<file path="src/rtl/rpn_pkg.sv">
// Shared opcode encoding and command-FIFO entry layout for the RPN command path.
package rpn_pkg;

    localparam int OP_W   = 3;
    localparam int DATA_W = 32;

    localparam logic [OP_W-1:0] RPN_OP_NOP   = 3'd0;
    localparam logic [OP_W-1:0] RPN_OP_PUSH  = 3'd1;
    localparam logic [OP_W-1:0] RPN_OP_POP   = 3'd2;
    localparam logic [OP_W-1:0] RPN_OP_ADD   = 3'd3;
    localparam logic [OP_W-1:0] RPN_OP_SUB   = 3'd4;
    localparam logic [OP_W-1:0] RPN_OP_MUL   = 3'd5;
    localparam logic [OP_W-1:0] RPN_OP_CLEAR = 3'd6;
    localparam logic [OP_W-1:0] RPN_OP_ILL   = 3'd7;

    typedef struct packed {
        logic [OP_W-1:0]   op;
        logic [DATA_W-1:0] value;
    } fifo_entry_t;

endpackage

</file>
<file path="src/rtl/rpn_cmd_fifo.sv">
// Synchronous command FIFO; head entry is presented combinationally on rd_data.
module rpn_cmd_fifo
    import rpn_pkg::*;
#(
    parameter int FIFO_DEPTH = 8
) (
    input  logic                              clock,
    input  logic                              reset,
    input  logic                              wr_en,
    input  fifo_entry_t                       wr_data,
    input  logic                              rd_en,
    output fifo_entry_t                       rd_data,
    output logic                              full,
    output logic                              empty,
    output logic [$clog2(FIFO_DEPTH+1)-1:0]   count
);

    localparam int CNT_W = $clog2(FIFO_DEPTH + 1);
    localparam int PTR_W = $clog2(FIFO_DEPTH);

    fifo_entry_t      mem [FIFO_DEPTH];
    logic [PTR_W-1:0] wr_ptr;
    logic [PTR_W-1:0] rd_ptr;
    logic             do_wr;
    logic             do_rd;

    assign full    = (count == CNT_W'(FIFO_DEPTH));
    assign empty   = (count == '0);
    assign do_wr   = wr_en && !full;
    assign do_rd   = rd_en && !empty;
    assign rd_data = mem[rd_ptr];

    // NOTE: storage is deliberately not reset; emptiness is tracked by count, so stale words are never observed.
    always_ff @(posedge clock) begin
        if (do_wr) mem[wr_ptr] <= wr_data;
    end

    // Pointers wrap naturally because FIFO_DEPTH is a power of two.
    always_ff @(posedge clock or negedge reset) begin
        if (!reset) begin
            wr_ptr <= '0;
            rd_ptr <= '0;
            count  <= '0;
        end else begin
            if (do_wr) wr_ptr <= wr_ptr + PTR_W'(1);
            if (do_rd) rd_ptr <= rd_ptr + PTR_W'(1);
            case ({do_wr, do_rd})
                2'b10:   count <= count + CNT_W'(1);
                2'b01:   count <= count - CNT_W'(1);
                default: ;
            endcase
        end
    end

endmodule

</file>
<file path="src/rtl/rpn_command_sequencer.sv">
// Buffers calculator commands and issues them as single-cycle op pulses,
// dropping any command that would over- or underflow the tracked stack depth.
module rpn_command_sequencer
    import rpn_pkg::*;
#(
    parameter int STACKDEPTH = 32,
    parameter int FIFO_DEPTH = 8
) (
    input  logic                              clock,
    input  logic                              reset,
    input  logic                              cmd_valid,
    output logic                              cmd_ready,
    input  logic [OP_W-1:0]                   cmd_op,
    input  logic [DATA_W-1:0]                 cmd_value,
    input  logic                              issue_en,
    input  logic                              err_clear,
    output logic [DATA_W-1:0]                 calc_value,
    output logic                              calc_push,
    output logic                              calc_pop,
    output logic                              calc_add,
    output logic                              calc_sub,
    output logic                              calc_mul,
    output logic                              calc_reset,
    output logic [$clog2(STACKDEPTH+1)-1:0]   depth,
    output logic [$clog2(FIFO_DEPTH+1)-1:0]   fifo_count,
    output logic                              busy,
    output logic                              err_overflow,
    output logic                              err_underflow,
    output logic                              err_badop,
    output logic [15:0]                       ops_issued
);

    localparam int DEPTH_W = $clog2(STACKDEPTH + 1);

    fifo_entry_t        wr_entry;
    fifo_entry_t        head;
    logic               fifo_full;
    logic               fifo_empty;
    logic               issue;
    logic               nxt_push, nxt_pop, nxt_add, nxt_sub, nxt_mul, nxt_reset;
    logic               set_ovf, set_unf, set_bad;
    logic               any_pulse;
    logic [DEPTH_W-1:0] nxt_depth;

    assign wr_entry  = '{op: cmd_op, value: cmd_value};
    assign cmd_ready = !fifo_full;
    assign issue     = issue_en && !fifo_empty;

    rpn_cmd_fifo #(.FIFO_DEPTH(FIFO_DEPTH)) u_fifo (
        .clock   (clock),
        .reset   (reset),
        .wr_en   (cmd_valid),
        .wr_data (wr_entry),
        .rd_en   (issue),
        .rd_data (head),
        .full    (fifo_full),
        .empty   (fifo_empty),
        .count   (fifo_count)
    );

    // NOTE: every decode output gets a default first, so no path through the case can infer a latch.
    always_comb begin
        nxt_push  = 1'b0;
        nxt_pop   = 1'b0;
        nxt_add   = 1'b0;
        nxt_sub   = 1'b0;
        nxt_mul   = 1'b0;
        nxt_reset = 1'b0;
        set_ovf   = 1'b0;
        set_unf   = 1'b0;
        set_bad   = 1'b0;
        nxt_depth = depth;
        if (issue) begin
            case (head.op)
                RPN_OP_PUSH: begin
                    if (32'(depth) == STACKDEPTH) begin
                        set_ovf = 1'b1;
                    end else begin
                        nxt_push  = 1'b1;
                        nxt_depth = depth + DEPTH_W'(1);
                    end
                end
                RPN_OP_POP: begin
                    if (depth == '0) begin
                        set_unf = 1'b1;
                    end else begin
                        nxt_pop   = 1'b1;
                        nxt_depth = depth - DEPTH_W'(1);
                    end
                end
                RPN_OP_ADD, RPN_OP_SUB, RPN_OP_MUL: begin
                    if (32'(depth) < 32'd2) begin
                        set_unf = 1'b1;
                    end else begin
                        nxt_add   = (head.op == RPN_OP_ADD);
                        nxt_sub   = (head.op == RPN_OP_SUB);
                        nxt_mul   = (head.op == RPN_OP_MUL);
                        nxt_depth = depth - DEPTH_W'(1);
                    end
                end
                RPN_OP_CLEAR: begin
                    nxt_reset = 1'b1;
                    nxt_depth = '0;
                end
                RPN_OP_ILL: set_bad = 1'b1;
                default:    ;
            endcase
        end
    end

    assign any_pulse = nxt_push | nxt_pop | nxt_add | nxt_sub | nxt_mul | nxt_reset;
    assign busy      = !fifo_empty | calc_push | calc_pop | calc_add | calc_sub | calc_mul | calc_reset;

    // A new error on the same edge as err_clear wins, so no event is lost.
    always_ff @(posedge clock or negedge reset) begin
        if (!reset) begin
            calc_push     <= 1'b0;
            calc_pop      <= 1'b0;
            calc_add      <= 1'b0;
            calc_sub      <= 1'b0;
            calc_mul      <= 1'b0;
            calc_reset    <= 1'b1;
            calc_value    <= '0;
            depth         <= '0;
            err_overflow  <= 1'b0;
            err_underflow <= 1'b0;
            err_badop     <= 1'b0;
            ops_issued    <= '0;
        end else begin
            calc_push     <= nxt_push;
            calc_pop      <= nxt_pop;
            calc_add      <= nxt_add;
            calc_sub      <= nxt_sub;
            calc_mul      <= nxt_mul;
            calc_reset    <= nxt_reset;
            depth         <= nxt_depth;
            err_overflow  <= (err_overflow  & ~err_clear) | set_ovf;
            err_underflow <= (err_underflow & ~err_clear) | set_unf;
            err_badop     <= (err_badop     & ~err_clear) | set_bad;
            if (nxt_push)  calc_value <= head.value;
            if (any_pulse) ops_issued <= ops_issued + 16'd1;
        end
    end

endmodule

</file>
<file path="config.mk">
export PLATFORM = sky130hd
export DESIGN_NAME = rpn_command_sequencer
export DESIGN_NICKNAME = d
export VERILOG_FILES = /design/src/rtl/rpn_pkg.sv /design/src/rtl/rpn_cmd_fifo.sv /design/src/rtl/rpn_command_sequencer.sv
export SDC_FILE = /design/constraint.sdc
export NUM_CORES = 1
export LEC_CHECK = 0
export CAP_MARGIN = 30
export CORE_MARGIN = 1
export CORE_UTILIZATION = 45
export CTS_BUF_LIST = sky130_fd_sc_hd__clkbuf_4 sky130_fd_sc_hd__clkbuf_8 sky130_fd_sc_hd__clkbuf_16
export CTS_CLUSTER_DIAMETER = 100
export DETAILED_ROUTE_END_ITERATION = 8
export PLACE_DENSITY_LB_ADDON = 0.08
export SLEW_MARGIN = 5
export SYNTH_ARGS = -nofsm -noshare
export SYNTH_HDL_FRONTEND = slang
export SYNTH_SLANG_ARGS = --single-unit
</file>
<file path="constraint.sdc">
create_clock -name clock -period 6.8 [get_ports clock]
set_input_delay 1.02 -clock clock [delete_from_list [all_inputs] [get_ports clock]]
set_output_delay 1.02 -clock clock [all_outputs]
set_load 0.05 [all_outputs]
</file>
### After elaboration in Yosys (flattened, before gate mapping)

Memories as Yosys holds them, arrays and structs flattened.
Cells that the tools add are included.

| operators by class | value |
|---|---|
| add/subtract/negate cells | 7 |
| $lt $le $gt $ge | 1 |
| eq/ne operators | 14 |
| multiplexer cells | 33 |
| bitwise gates (word level) | 18 |
| reduce and logical (&&, ||, !) cells | 11 |

Operator list:

| kind | count |
|---|---|
| two-way mux 1 bit | 27 |
| one-hot mux 6 bit (4 select lines) | 1 |
| two-way mux 6 bit | 3 |
| adder 16 x 1 -> 16 bit, second input constant | 1 |
| bitwise OR 1 bit | 14 |
| == test 3 bit, second input constant | 4 |
| one-hot mux 4 bit (2 select lines) | 1 |
| adder 3 x 1 -> 3 bit, second input constant | 2 |
| adder 6 x 1 -> 6 bit, second input constant | 1 |
| == test 3 x 2 -> 1 bit, second input constant | 2 |
| == test 6 bit, second input constant | 1 |
| zero test 6 bit | 1 |
| < comparator 6 x 2 -> 1 bit, second input constant | 1 |
| != test 2 bit, second input constant | 3 |
| subtractor 6 x 1 -> 6 bit, second input constant | 1 |
| AND reduction 5 bit | 1 |
| adder 4 x 1 -> 4 bit, second input constant | 1 |
| == test 4 bit, second input constant | 1 |
| zero test 4 bit | 1 |
| nonzero test 4 bit | 1 |
| subtractor 4 x 1 -> 4 bit, second input constant | 1 |
| bitwise AND 1 bit | 3 |
| == test 3 x 1 -> 1 bit, second input constant | 1 |
| logical AND 1 bit | 3 |
| other kinds (7) | 8 |

| storage, ports and cells | value |
|---|---|
| register bits | 73 |
| bits in writable memories | 280 |
| input port bits | 40 |
| output and inout port bits | 69 |
| memories | 1 |

Memory list:

| memory | depth | bits a word | read ports | clocked after Yosys merged registers in | wr ports | line | RTL |
|---|---|---|---|---|---|---|---|
| u_fifo.mem | 8 | 35 | 1 | 0 | 1 | rpn_cmd_fifo.sv:21 | `fifo_entry_t mem [FIFO_DEPTH];` |

### Longest topological paths before layout

Gate-level depths: netlist of the first run.

| depth | value |
|---|---|
| word-level depth | 9 |
| mapped depth | 11 |
| gate-level depth less buffers | 10 |

### Modules after synthesis

A second synthesis of the first run with hierarchy kept.

| unflattened totals | value |
|---|---|
| cells, all modules | 717 |
| area total of the unflattened synthesis | 14423.8 um2 |

Modules (own cells, without submodules):

| module | times used | cells each | area each (um2) | sequential area each (um2) |
|---|---|---|---|---|
| rpn_cmd_fifo | 1 | 472 | 11424.7 | 8658.3 |
| rpn_command_sequencer | 1 | 245 | 2999.1 | 1577.8 |

### Worst setup path after synthesis of the first run

No wires, ideal clock.

| path | value |
|---|---|
| path type | reg2reg |
| start | register u_fifo.count[0] |
| end | memory u_fifo.mem[2][0] in the netlist's numbering (enable) |
| library setup time | 0.527 ns |
| arrival | 5.207 ns |
| setup slack | 1.066 ns |
| stages on the path, launching flop included | 5 |
| buffers on the path | 0 |
| clock period less this slack | 5.734 ns |
| cell sequence | dfrtp_1 nor3_1 nand2_1 nand2_1 nor4b_1 |

| on the way | value |
|---|---|
| longest elaborated chain between the ends | 5 |

RTL lines:

| what | line | RTL |
|---|---|---|
| from (decl) | rpn_cmd_fifo.sv:15 | `output logic [$clog2(FIFO_DEPTH+1)-1:0] count` |
| from (signal assigned) | rpn_cmd_fifo.sv:48 | `2'b10: count <= count + CNT_W'(1);` |
| from (signal assigned) | rpn_cmd_fifo.sv:49 | `2'b01: count <= count - CNT_W'(1);` |
| == test 4 bit | rpn_cmd_fifo.sv:27 | `assign full = (count == CNT_W'(FIFO_DEPTH));` |
| zero test 1 bit | -- |  |
| named net cmd_ready | rpn_command_sequencer.sv:12 | `output logic cmd_ready,` |
| logical AND 1 bit | rpn_cmd_fifo.sv:29 | `assign do_wr = wr_en && !full;` |
| two-way mux 1 bit | rpn_cmd_fifo.sv:35 | `if (do_wr) mem[wr_ptr] <= wr_data;` |
| two-way mux 1 bit (implied by the code) | rpn_cmd_fifo.sv:35 |  |
| to (decl) | rpn_cmd_fifo.sv:21 |  |

The timed path passes the listed nets, and every way through them passes these cells.

### Worst setup path after layout of the first run

| path | value |
|---|---|
| start | register u_fifo.rd_ptr[2] |
| end | register depth[5] |

| on the way | value |
|---|---|
| longest elaborated chain between the ends | 5 |
| elaborated cells between the ends (all ways) | 14 |
| classes of those cells | eq/ne: 9; mux: 1; reduce/logical: 3; memory: 1 |

RTL lines:

| what | line | RTL |
|---|---|---|
| from (decl) | rpn_cmd_fifo.sv:23 | `logic [PTR_W-1:0] rd_ptr;` |
| from (signal assigned) | rpn_cmd_fifo.sv:46 | `if (do_rd) rd_ptr <= rd_ptr + PTR_W'(1);` |
| memory (8 x 35 bit) * | -- |  |
| == test 3 x 2 -> 1 bit / == test 3 bit (equally long branches) | rpn_command_sequencer.sv:74 | `case (head.op)` |
| OR reduction 3 bit | rpn_command_sequencer.sv:74 |  |
| nonzero test 4 bit (no line) / != test 2 bit (equally long branches) | -- |  |
| AND reduction 5 bit (no line) | -- |  |
| to (signal assigned) | rpn_command_sequencer.sv:136 | `depth <= nxt_depth;` |
| to (decl) | rpn_command_sequencer.sv:24 | `output logic [$clog2(STACKDEPTH+1)-1:0] depth,` |

Every way passes the cells marked *; elsewhere a longest branch is shown, timed or not.
A chain may end at the register's enable or synchronous reset.

==> results of run 1 <==
## routing by layer
layer	share of wire, %	track usage, %	vias to the layer above
met5	0.061	0	-
met4	1.8	4.89	2
met3	5.1	3.48	46
met2	48	30.6	167
met1	45	26.4	3615
li1	-	-	3138
## final cells by class
class	count	area [um^2]
Antenna cell	1	2.50
Clock buffer	51	1140
Clock inverter	20	315
Fill cell	2239	13000
Inverter	18	67.6
Multi-Input combinational cell	317	3360
Sequential cell	353	10200
Tap cell	390	488
Timing Repair Buffer	131	1290
## state kept, by name, summed over array words and instances (netlist names), 3 cells and up
signal / count
calc_value: 32
depth: 6
ops_issued: 16
u_fifo.count: 4
u_fifo.mem: 280
u_fifo.rd_ptr: 3
u_fifo.wr_ptr: 3
## metrics by stage
step                      cell area [um^2]  setup slack, ns  cells  utilization (%)  hold slack, ns
after floorplan                      13800             1.07    721                -           0.526
after global placement               15400             2.99   1207             51.6           0.459
after detailed placement             15400             3.05   1208             51.6           0.474
after CTS                            16900             3.02   1279             56.5           0.421
after global routing                 16900             2.76   1280             56.6           0.433
final                                16900             3.03   1281             56.6           0.438
## kinds of logic (layout without fill, tap and decap cells)
logic type               after synthesis  in the layout  synth area share (%)
AO/OA/AOI/OAI                         66             66                  3.04
XOR/XNOR                              28             28                  1.78
adder cells (fa/ha/maj)               12             12                  1.20
buffers and inverters                 51            220                  1.54
flip-flops                           353            353                  74.4
multiplexers                         111            111                  14.6
other                                  0              1                     0
AND/OR/NAND/NOR                      100            100                  3.48
## report_power, final
part	switching [W]	internal (W)
logic	0.00170	0.00121
registers	0.000295	0.00277
clock network	0.000821	0.00149
total	0.00281	0.00547
## Yosys cell counts, drive strengths merged, types with 2 or more instances
library cell and instances:
a211oi 10, and4 2, xor2 17, a2111oi 2
nor4b 3, nor2b 3, nand4 3, dfrtp 72
ha 10, nand2 54, nor2 8, nand3 14
edfxtp 280, clkbuf 18, nor3b 2, and2 2
mux2i 37, a21oi 6, nor3 3, buf 15
mux2 4, o22ai 2, nor4 4, fa 2
mux4 70, nand2b 2, inv 17, xnor2 11
o21ai 35, a21o 3
## worst max-delay path: cells and delay by family (launching register included)
family | cells | cell delay [ns]
compound gates | 4 | 0.84
flops | 1 | 0.72
mux | 2 | 0.70
xor+xnor | 2 | 0.69
fa+ha+maj | 1 | 0.36
buf+inv | 1 | 0.30
simple gates | 1 | 0.06
## path summary, 6_finish.rpt
check	cells past startpoint	from	end	slack (ns)
worst max register to register	11	u_fifo.rd_ptr[2]	depth[5]	3.03
min in group clock	2	calc_value[22]	calc_value[22]	0.48
worst min register to register	2	calc_value[22]	calc_value[22]	0.48
max in group asynchronous	2	reset	u_fifo.rd_ptr[2]	5.28
worst max-delay path	11	u_fifo.rd_ptr[2]	depth[5]	3.03
worst min-delay path	1	reset	calc_value[17]	0.44
==> run metrics, run 1 <==
total CTS buffers=39; max-slew violation count=0; slowest CP cell=dfrtp_4; status=completed; DRT Pass-1 Iters=5; Worst Setup End Kind=register; share of cells above drive strength 1=20.9%; Total GRT Usage=18.9%; GR Overflow Total=0; Hold Crit Class=in -> async; Yosys top cell area share=61.1%; Setup TNS Final=0 ns; Slew @ Worst Pin=0.795 ns; largest net degree at the start of global routing=54; Final Setup Violations=0; average cell area after synthesis=19.1 um^2; Seq cells post-synth=353; CP max stage delay=0.72 ns; PwrDens=490 nW/um^2; fmax=0.265 GHz; most frequent cells in the layout=edfxtp_1 (280), clkdlybuf4s50_1 (107), mux4_2 (70); power consumption=0.00828 W; Total Wirelength=27,900 um; CTS max path bufs=3; Die ar.=31,300 um^2; crit-path cells=buf_16 > mux4_2 > mux2_2 > xor2_1 > ha_1 > a21o_1 > a21oi_1 > o21ai_0 > xnor2_1 > a211o_1 > nand3_1; hpwl dp=16,400 um; H-tree depth=2; hold_buf cts=0; Die Span X=177 um; Die Y=177 um; cell taking the most area after synthesis=edfxtp_1; worst skew pair latency=0.51 ns; CTS tree=done; antenna viol nets, final=0; initial antenna violation count=2; period utilisation layout=55.5%; CTS resizes=0; RSZ-0062 raised after global routing=no; Core ar.=29,900 um^2; vias=6,968; Cells after Synth=721; via/cell ratio=5.44; Final Wtd Congestion=0.756; I/O Buffers=108; skew final=0.00907 ns; Peak VDD IR=0.293 mV; clk sink count=353; Synth cell types=45; Max-Cap Viols=0; most common cell after layout, fill and taps aside=edfxtp_1; Synth Net Count=773; Req. time, crit path=7.24 ns; Initial Utilization=46.1%; critical path arrival=4.22 ns; Post-CTS Setup Repair Bufs=0; CP max FO=43; row count=63; clock root buffer=clkbuf_16; NumNets Final=912; first-pass GRT wire length=44,000 um; Synth warnings=0; post-synthesis sequential area ratio=74.4%; ranking of synthesized cells by area=edfxtp_1 (61%), dfrtp_1 (13%), mux4_2 (11%), mux2i_1 (2.6%), nand2_1 (1.5%); Ports=109; Area growth, synth to finish=22.9%; async set-reset flop share out of synthesis=20.7%; min cycle time layout=3.77 ns; clock slew at reported path FFs=0.06 ns; Routed WL per cell=21.7 um; final hold violation count=0; DRT iter0 DRCs=394; CP Class=reg -> reg; vias in the first global route=7,489; Post-Syn Area=13,800 um^2; Main synth FF type=edfxtp_1; Post-synth EDFFs=280; critical path startpoint category=register; Rel. slew slack=46.8%; residual DRC count=0; Leak=6.02 nW
No activity file was read; power rests on OpenSTA's default activity.
==> run 2: changes to the inputs <==
- clock period: 6.8 -> 3.3 ns (I/O delays scaled with it)
==> run metrics, run 2 (synthesized netlist as in run 1, its figures left out) <==
status=completed; Hold Path Stages=2; Reg-to-Reg Start=u_fifo.count[0]; Ports=109 (unchanged); I/O Buffers=108 (unchanged); area of the multi-input gates=3420 um^2 (+1.5%); most common cell after layout, fill and taps aside=edfxtp_1; Non-Filler Instances=1,278 (-0.23%); worst min-delay path startpoint=calc_value[26]; DRT iter0 DRCs=507 (+29%); CP Class=reg -> reg; first-pass GRT wire length=43,300 um (-1.5%); max-slew violation count=0 (unchanged); residual DRC count=0 (unchanged); CP dominant cell by count=buf_4; GR Overflow Total=0 (unchanged); CTS tree=done; final hold violation count=0 (unchanged); vias in the first global route=7,307 (-2.4%); Worst Setup End Kind=register; via/cell ratio=5.43 (-0.11%); power consumption=0.0165 W (+99%); Regs by FF count=u_fifo.mem (280), calc_value (32), ops_issued (16); share of cells above drive strength 1=20.2% (-0.74 points); period utilisation layout=94.4% (+39 points); Die ar.=31,300 um^2 (unchanged); Max-Cap Viols=0 (unchanged); final instance area=16,800 um^2 (-0.72%); skew final=0.0104 ns (+0.00135 ns); initial antenna violation count=0 (-2); Area growth, synth to finish=22.0%; Peak VDD IR=0.584 mV (+99%); Rel. slew slack=47.7% (+0.90 points); slowest CP cell=nor4_1; Post-CTS Setup Repair Bufs=0 (unchanged); max FFs per register=280 (unchanged); Initial Utilization=46.1% (unchanged); path depth of the worst reg2reg path=9 (-2); crit-path cells=nor4_1 > nand2b_1 > clkinv_1 > buf_4 > and2_1 > a22oi_1 > buf_4 > nand2_1 > a22o_1; Worst Path Buf+Inv=3 (+2); fmax=0.321 GHz (+21%); Routed WL per cell=21.9 um (+0.64%); clock slew at reported path FFs=0.06 ns (about the same); hold endpoint=calc_value[26]; Hold Crit Class=reg -> reg; vias=6,944 (-0.34%); Total Wirelength=28,000 um (+0.41%); Ant. Diodes=0 (-1); Top delay family on crit path=simple AND/OR/NAND/NOR gates; worst skew pair latency=0.51 ns (about the same); row count=63 (unchanged); NumNets Final=916 (+0.44%); dpl cells=1,213 (+0.41%); CP max FO=20 (-53%); min cycle time layout=3.12 ns (-0.659 ns); area post-placement=15,600 um^2 (+0.85%); clock root buffer=clkbuf_16; critical path arrival=3.50 ns (-0.72 ns); Final Wtd Congestion=0.782 (+3.4%); final core utilization=56.2% (-0.41 points); Req. time, crit path=3.69 ns (-3.55 ns); WHS=0.481 ns (+0.0435 ns); FILL cells=2,271 (+1.4%); Die Span X=177 um (unchanged); Slew @ Worst Pin=0.777 ns (-0.0183 ns); Final Setup Violations=0 (unchanged); critical path startpoint category=register; Total GRT Usage=18.7% (-0.14 points); CTS max path bufs=3 (unchanged); hpwl dp=16,000 um (-2.4%); PwrDens=981 nW/um^2 (+100%); clk sink count=353 (unchanged); most frequent cells in the layout=edfxtp_1 (280), clkdlybuf4s50_1 (107), mux4_2 (70); DRT Pass-1 Iters=5 (unchanged); Die Y=177 um (unchanged); Top reg by flops=u_fifo.mem; Leak=5.96 nW (-0.96%); antenna viol nets, final=0 (unchanged); worst reg2reg endpoint=depth[4]; register area=10,200 um^2 (unchanged); CP max stage delay=0.71 ns (about the same); total CTS buffers=38 (-2.6%); largest net degree at the start of global routing=36 (-33%); FF-to-FF setup slack=0.18 ns (-2.84 ns); Core ar.=29,900 um^2 (unchanged); H-tree depth=2 (unchanged); RSZ-0062 raised after global routing=no
==> run 2: cell types whose count changed in the layout (fill, tap and decap cells not counted), moves of 3 or more <==
cell,previous run,this run
bufinv_16,8,3
clkbuf_8,6,1
clkinv_1,2,6
clkbuf_4,4,12
clkinv_2,6,3
buf_12,0,5
==> run 2: worst max-delay path by stage <==
| stage | from | endpoint | slack (ns) | cells past startpoint |
|---|---|---|---|---|
| CTS | u_fifo.rd_ptr[0] | ops_issued[11] | 0.03 | 7 |
| global placement | u_fifo.rd_ptr[0] | ops_issued[15] | 0.09 | 7 |
| global route | u_fifo.count[0] | depth[4] | 0.02 | 9 |
| finish | u_fifo.count[0] | depth[4] | 0.18 | 9 |
| detailed placement | u_fifo.rd_ptr[0] | ops_issued[15] | 0.04 | 7 |
| floorplan | u_fifo.count[0] | u_fifo.mem[5][0] | -0.12 | 4 |
==> run 2: cell type report <==
cell class                      count  share of cell area [%]
Clock buffer                       52                    6.43
Clock inverter                     12                   0.790
Inverter                           18                   0.402
Multi-Input combinational cell    317                    20.3
Sequential cell                   353                    61.0
Tap cell                          390                    2.91
Timing Repair Buffer              136                    8.11
==> run 2: metrics by stage <==
stage	TNS, ns	setup slack (ns)
after global routing	0	0.0177
after detailed placement	0	0.0402
final	0	0.185
after global placement	0	0.0911
after CTS	0	0.0264
after floorplan	-8.40	-0.119
==> run 2: worst reg2reg max path, stage by stage, from the launching register on <==
cell      delay (ns)
dfrtp_1         0.45
nor4_1          0.71
nand2b_1        0.41
clkinv_1        0.18
buf_4           0.20
and2_1          0.17
a22oi_1         0.15
buf_4           0.27
nand2_1         0.21
a22o_1          0.26
==> run 2: what timing repair did <==
item / 4_1_cts / 5_1_grt
hold endpoints to repair: 28 / 0
endpoints found under the setup margin: 0 / 12
hold buffers: 1 / 0
resized for setup: 0 / 3
==> run 2: report_power, final <==
group / total (W) / switching [W] / internal (W)
clock network: 0.00411 / 0.00159 / 0.00251
registers: 0.00626 / 0.000541 / 0.00572
logic: 0.00610 / 0.00356 / 0.00254
total: 0.0165 / 0.00570 / 0.0108
==> run 2: metal layers <==
layer	GRT usage, %	vias up	part of all wire [%]
met5	0	-	0
met4	4.09	0	1.6
met3	3.16	38	4.7
met2	30.8	186	50
met1	26.4	3597	44
li1	-	3123	-
